File: src/rtl/parser_conf_pkg.sv
// Shared definitions for the configuration-packet decoder at the parser ingress.
// Contents: packet-bus position tags, header/config field offsets, rule-address
// class codes, and the decoder state type.
package parser_conf_pkg;

  localparam int unsigned BUS_W = 134;

  // Position tag in bits [133:132] of each bus word
  localparam logic [1:0] TAG_BODY    = 2'b00;
  localparam logic [1:0] TAG_HEAD    = 2'b01;
  localparam logic [1:0] TAG_TAIL    = 2'b10;
  localparam logic [1:0] TAG_ILLEGAL = 2'b11;

  localparam int unsigned TAG_LSB    = 132;
  localparam int unsigned NIBBLE_LSB = 128;

  // Head-word fields
  localparam int unsigned DMAC_LSB  = 80;
  localparam int unsigned DMAC_W    = 48;
  localparam int unsigned ETYPE_LSB = 16;
  localparam int unsigned ETYPE_W   = 16;

  // Configuration-word fields
  localparam int unsigned CONF_DATA_LSB = 48;
  localparam int unsigned CONF_ADDR_LSB = 16;
  localparam int unsigned CONF_FIELD_W  = 32;

  // Rule-address decoding: bit 16 flags a type-offset config, [10:8] = class
  localparam int unsigned TYPE_OFFSET_BIT = 16;
  localparam logic [2:0] CLASS_RULES      = 3'd0;
  localparam logic [2:0] CLASS_TYPE_DATA  = 3'd1;
  localparam logic [2:0] CLASS_KEY_OFFSET = 3'd2;
  localparam logic [2:0] CLASS_HEAD_SHIFT = 3'd3;
  localparam logic [2:0] CLASS_META_SHIFT = 3'd4;

  typedef enum logic [1:0] {
    IDLE,
    FWD,
    CONF
  } state_t;

  function automatic logic [2:0] conf_class(input logic [31:0] addr);
    return addr[10:8];
  endfunction

endpackage

File: src/rtl/conf_head_classifier.sv
// Combinational head classifier.
// Ports:
//   i_data  : 134-bit bus word
//   o_is_head : word carries the head position tag
//   o_is_conf : word is a head whose DMAC and ethertype mark a config packet
module conf_head_classifier
  import parser_conf_pkg::*;
#(
  parameter logic [47:0] CONF_DMAC  = 48'h8888_8888_8988,
  parameter logic [15:0] CONF_ETYPE = 16'h9006
) (
  input  logic [133:0] i_data,
  output logic         o_is_head,
  output logic         o_is_conf
);

  logic [1:0]  tag;
  logic [47:0] dmac;
  logic [15:0] etype;
  logic        unused_bits;

  assign tag   = i_data[TAG_LSB +: 2];
  assign dmac  = i_data[DMAC_LSB +: DMAC_W];
  assign etype = i_data[ETYPE_LSB +: ETYPE_W];

  assign o_is_head = (tag == TAG_HEAD);
  assign o_is_conf = o_is_head && (dmac == CONF_DMAC) && (etype == CONF_ETYPE);

  assign unused_bits = ^{i_data[131:128], i_data[79:32], i_data[15:0]};

endmodule

File: src/rtl/conf_pkt_decoder.sv
// Configuration-packet decoder at the parser ingress.
// Forwards non-config packets one cycle later, bit-identical; consumes config
// packets and turns each valid config word into a one-cycle rule write.
// Ports:
//   i_clk, i_rst_n      : clock, asynchronous active-low reset
//   i_data_valid/i_data : 134-bit input bus (tag [133:132], nibble [131:128])
//   o_data_valid/o_data : forwarded bus
//   o_rule_wren/addr/wdata : rule-register write port (addr/data hold when idle)
//   o_cnt_conf_pkt      : completed config packets (saturating)
//   o_cnt_err           : malformed-stream events (saturating)
module conf_pkt_decoder
  import parser_conf_pkg::*;
#(
  parameter logic [47:0] CONF_DMAC  = 48'h8888_8888_8988,
  parameter logic [15:0] CONF_ETYPE = 16'h9006,
  parameter int unsigned CNT_W      = 16
) (
  input  logic             i_clk,
  input  logic             i_rst_n,
  input  logic             i_data_valid,
  input  logic [133:0]     i_data,
  output logic             o_data_valid,
  output logic [133:0]     o_data,
  output logic             o_rule_wren,
  output logic [31:0]      o_rule_addr,
  output logic [31:0]      o_rule_wdata,
  output logic [CNT_W-1:0] o_cnt_conf_pkt,
  output logic [CNT_W-1:0] o_cnt_err
);

  state_t             state_q, state_d;
  logic               data_valid_q, data_valid_d;
  logic [133:0]       data_q, data_d;
  logic               rule_wren_q, rule_wren_d;
  logic [31:0]        rule_addr_q, rule_addr_d;
  logic [31:0]        rule_wdata_q, rule_wdata_d;
  logic [CNT_W-1:0]   cnt_conf_q, cnt_conf_d;
  logic [CNT_W-1:0]   cnt_err_q, cnt_err_d;

  logic       is_head, is_conf;
  logic [1:0] tag;
  logic [3:0] nibble;
  logic       err_inc, conf_inc;

  assign tag    = i_data[TAG_LSB +: 2];
  assign nibble = i_data[NIBBLE_LSB +: 4];

  conf_head_classifier #(
    .CONF_DMAC  (CONF_DMAC),
    .CONF_ETYPE (CONF_ETYPE)
  ) u_classifier (
    .i_data    (i_data),
    .o_is_head (is_head),
    .o_is_conf (is_conf)
  );

  always_comb begin
    state_d      = state_q;
    data_valid_d = 1'b0;
    data_d       = data_q;
    rule_wren_d  = 1'b0;
    rule_addr_d  = rule_addr_q;
    rule_wdata_d = rule_wdata_q;
    err_inc      = 1'b0;
    conf_inc     = 1'b0;

    if (i_data_valid) begin
      if (is_head) begin
        // A head outside IDLE means the previous packet lost its tail; the
        // new head is classified immediately so no cycle is lost.
        if (state_q != IDLE) err_inc = 1'b1;
        if (is_conf) begin
          state_d = CONF;
        end else begin
          state_d      = FWD;
          data_valid_d = 1'b1;
          data_d       = i_data;
        end
      end else if (tag == TAG_ILLEGAL) begin
        err_inc = 1'b1;
        state_d = IDLE;
      end else begin
        unique case (state_q)
          IDLE: err_inc = 1'b1;
          FWD: begin
            data_valid_d = 1'b1;
            data_d       = i_data;
            if (tag == TAG_TAIL) state_d = IDLE;
          end
          CONF: begin
            if (nibble == 4'hf) begin
              rule_wren_d  = 1'b1;
              rule_addr_d  = i_data[CONF_ADDR_LSB +: CONF_FIELD_W];
              rule_wdata_d = i_data[CONF_DATA_LSB +: CONF_FIELD_W];
            end else begin
              err_inc = 1'b1;
            end
            if (tag == TAG_TAIL) begin
              conf_inc = 1'b1;
              state_d  = IDLE;
            end
          end
          default: state_d = IDLE;
        endcase
      end
    end

    cnt_err_d  = (err_inc  && (cnt_err_q  != '1)) ? cnt_err_q  + 1'b1 : cnt_err_q;
    cnt_conf_d = (conf_inc && (cnt_conf_q != '1)) ? cnt_conf_q + 1'b1 : cnt_conf_q;
  end

  always_ff @(posedge i_clk or negedge i_rst_n) begin
    if (!i_rst_n) begin
      state_q      <= IDLE;
      data_valid_q <= 1'b0;
      data_q       <= '0;
      rule_wren_q  <= 1'b0;
      rule_addr_q  <= '0;
      rule_wdata_q <= '0;
      cnt_conf_q   <= '0;
      cnt_err_q    <= '0;
    end else begin
      state_q      <= state_d;
      data_valid_q <= data_valid_d;
      data_q       <= data_d;
      rule_wren_q  <= rule_wren_d;
      rule_addr_q  <= rule_addr_d;
      rule_wdata_q <= rule_wdata_d;
      cnt_conf_q   <= cnt_conf_d;
      cnt_err_q    <= cnt_err_d;
    end
  end

  assign o_data_valid   = data_valid_q;
  assign o_data         = data_q;
  assign o_rule_wren    = rule_wren_q;
  assign o_rule_addr    = rule_addr_q;
  assign o_rule_wdata   = rule_wdata_q;
  assign o_cnt_conf_pkt = cnt_conf_q;
  assign o_cnt_err      = cnt_err_q;

endmodule

File: config.mk
export PLATFORM = sky130hd
export DESIGN_NAME = conf_pkt_decoder
export DESIGN_NICKNAME = d
export VERILOG_FILES = /design/src/rtl/parser_conf_pkg.sv /design/src/rtl/conf_head_classifier.sv /design/src/rtl/conf_pkt_decoder.sv
export SDC_FILE = /design/constraint.sdc
export NUM_CORES = 1
export LEC_CHECK = 0
export BUFFER_PORTS_ARGS = -buffer_cell sky130_fd_sc_hd__buf_2
export CAP_MARGIN = 10
export CORE_AREA = 2 2 144 146
export DETAILED_ROUTE_END_ITERATION = 8
export DIE_AREA = 0 0 146 148
export PLACE_DENSITY = 0.84
export SLEW_MARGIN = 30
export SYNTH_ARGS = -nofsm -noshare
export SYNTH_HDL_FRONTEND = slang
export SYNTH_SLANG_ARGS = --single-unit
File: constraint.sdc
create_clock -name i_clk -period 3.95 [get_ports i_clk]
set_input_delay 0.79 -clock i_clk [delete_from_list [all_inputs] [get_ports i_clk]]
set_output_delay 0.79 -clock i_clk [all_outputs]
set_load 0.005 [all_outputs]
==> results.toml <==
[pwr]
cellLeakagePower_nw = 6.27
total_power_mw = 6.27
ir_drop_v = 0.000366
pwr_density_cell_nw_per_um2 = 513

[setup_path]
slowest_stage = "or4_4"
critPathMaxStageDelay_ps = 600
reg2reg_depth = 7
cells_along_the_critical_path = "buf_2 -> nor4_1 -> nand2_1 -> or4_4 -> o21ai_4 -> buf_12 -> mux2_2"
rr_endpoint = "o_cnt_err[14]$_DFFE_PN0P_"
regToRegStartpoint = "state_q[0]$_DFFE_PN0P_"
worstPathBufferInverterCount = 2
crit_arrival_ps = 3230
cp.required_ps = 4340
critPathMaxFanout = 70
path_delay_family = "simple AND/OR/NAND/NOR gates"
timing.critical_path.from_type = "primary input"
regToRegSetupSlack_ps = 1850
critPathCaptureType = "flop"
critPathCapture = "o_data[65]$_DFFE_PN0P_"
worst-setup-path-type = "primary input to flop"
critPathLaunch = "i_data[20]"
timing.critical_path.depth = 7

[synthesis]
yosysWarningCount = 0
synth.cell_area_sq_um = 9280
syn-num-nets = 747
synth_cell_types = 37
yosysSeqAreaShare_pct = 63.1
synthesis.instances = 605
dominantRegCellSynth = "dfrtp_1"
postSynthRegisterBits = 234
synth-edff-count = 0
synth_async_sr_flop_share_pct = 100
syn_avg_cell_area_sq_um = 15.3

[grt]
grt_max_degree = 106
gr-total-overflow = 0
first_global_vias = 6743
first_pass_grt_wire_length_um = 35900
grt_util_all_layers_pct = 20.9
antenna_found_initial = 0

[die]
core_sq_um = 20000
fp-row-count = 52
die_h_um = 148
initial_core_util_pct = 46.3
x_dimension_of_the_die_um = 146
ioPinCount = 369
design.die.area_sq_um = 21600

[timing]
final_period_minus_worst_setup_slack_ps = 2840
final.hold.worst_slack_ps = 328
timing.final.setup_violations = 0
slew-limit-headroom_pct = 47.5
setup_tns_ps = 0
timing_worst_slew_pin_value_ps = 787
final_hold_vios = 0
slew_viol_final = 0
timing.clock.skew_ps = 14.0
worst_slack_ps = 1110
achievable-frequency_mhz = 352
rsz_0062_raised_after_global_routing = "no"
min_period_over_period_pct = 72.0

[layout]
area_growth_from_synthesis_to_final_layout_pct = 31.8
antenna_diode_count = 0
final_cell_count_no_fill = 1269
area_of_all_placed_cells_without_fillers_sq_um = 12200
design.final.nets = 1124
final_util_pct = 61.0
drive_gt1_share_pct = 54.8

[clocking]
sink_count = 234
worst_skew_pair_later_pin_latency_ps = 510
clk_root_buffer_cell = "clkbuf_16"
number_of_buffers_inserted_to_repair_setup_after_cts = 0
cts_tree = "done"
ctsResizeCount = 0
cts_max_path_buffers = 3
htreeDepth = 1
worst_setup_hold_path_clk_slew_ps = 60
cts-hold-fix-buffers = 0
numCtsBuffers = 24

[detailed_routing]
vias = 6521
firstDrtPassIters = 6
drt-vias-per-instance = 5.14
drt-initial-drc-count = 192
drcViolationCount = 0
routed_wire_length_per_instance_um = 18.3
detail-route-antenna-nets = 0
drt-total-wl_um = 23200

[placed_design]
buffer_ports.inserted = 368
dp_hpwl_um = 16900
finalWeightedCongestion = 0.850
detailedPlace.worstSlack_ps = 536
placement.cell_area_sq_um = 11400
place.detailed.instances = 1226

[min_path]
hold_path.class = "primary input to async pin"

[status]
status = "completed"

[job]
timing.max_cap.violations = 0
[kinds of logic (layout without fill, tap and decap cells)]
family                   count (synthesis)  after routing  synth area share, %
flip-flops                             234            234                 63.1
adder cells (fa/ha/maj)                  5              5                0.674
XOR/XNOR                                29             29                 2.74
AND/OR/NAND/NOR                         97             97                 6.32
AO/OA/AOI/OAI                           12             12                 1.02
buffers and inverters                   28            422                 1.86
multiplexers                           200            200                 24.3
[cell type report]
cell class / count / area, sq um
clock buffers: 37 / 731
clock inverters: 6 / 80.1
fillers: 1588 / 7810
inverters: 5 / 18.8
multi-input cells: 343 / 3260
flip-flops and latches: 234 / 5860
well taps: 270 / 338
repair buffers: 374 / 1950
[worst min path at each step]
| stage | slack, ps | end | start |
|---|---|---|---|
| 2_1_floorplan | 470 | o_data[132]$_DFFE_PN0P_ | o_data[132]$_DFFE_PN0P_ |
| 3_3_place_gp | 460 | o_data[132]$_DFFE_PN0P_ | o_data[132]$_DFFE_PN0P_ |
| 3_5_place_dp | 460 | o_data[132]$_DFFE_PN0P_ | o_data[132]$_DFFE_PN0P_ |
| 4_1_cts | 350 | o_cnt_err[5]$_DFFE_PN0P_ | i_rst_n |
| 5_1_grt | 380 | o_cnt_err[4]$_DFFE_PN0P_ | i_rst_n |
| 6_report | 330 | o_cnt_err[5]$_DFFE_PN0P_ | i_rst_n |
[state kept, by name, indices dropped and copies added, names as in the netlist]
name	cells
o_rule_wdata	32
o_rule_wren	1
o_cnt_err	16
state_q	2
o_rule_addr	32
o_cnt_conf_pkt	16
o_data_valid	1
o_data	134
[synth_stat cells (all sizes together), types with 3 or more instances]
library cell    n  area [sq um]
and3            5          31.3
and4            3          26.3
buf            15           124
clkbuf          8          30.0
dfrtp         234          5860
ha              5          62.6
inv             5          18.8
mux2          200          2250
nand2          17          63.8
nand3          15          75.1
nand4          14          87.6
nor2            4          15.0
nor2b           3          18.8
nor3            8          40.0
nor4            9          56.3
nor4b           6          52.6
nor4bb          6          60.1
o21ai           3          26.3
xnor2          17           149
xor2           12           105
[worst reg2reg max path, delay by kind of cell, from the launching register on]
kind,cells,cell delay [ps]
buf+inv,1,70
fa+ha+maj,1,230
flops,1,370
compound gates,1,110
simple gates,3,980
xor+xnor,1,240
[routing by layer]
| layer | vias up | global-route usage (%) | routed length [um] | share of wire, % |
|---|---|---|---|---|
| met4 | 0 | 8.35 | 866 | 3.7 |
| met2 | 269 | 36.4 | 11800 | 51 |
| li1 | 2948 | - | - | - |
| met1 | 3237 | 25.4 | 8950 | 39 |
| met5 | - | 0 | 0 | 0 |
| met3 | 67 | 4.75 | 1620 | 7.0 |
[report_power, final]
part,switching (mW),internal [mW]
clock,0.896,1.40
sequential,0.205,2.75
combinational,0.467,0.551
[cells in the final DEF (no fill, tap or decap), types with 2 or more instances in the layout]
cell / n
o21ai_0: 2
a21o_1: 2
clkinv_2: 4
nor2_1: 3
clkbuf_16: 25
a21oi_1: 2
clkbuf_8: 6
dfrtp_1: 234
nor3_1: 8
nor4_1: 9
inv_1: 5
nand2_1: 17
nand3_1: 15
nor4bb_1: 6
mux2_1: 69
nor2b_1: 3
ha_1: 5
xnor2_1: 17
and4_1: 3
buf_4: 2
xor2_1: 12
a41oi_1: 2
buf_2: 367
buf_12: 4
nand4_1: 14
nor4b_1: 6
clkbuf_1: 6
bufinv_16: 2
mux2_2: 131
and3_1: 5
(Power assumes the default switching activity.)
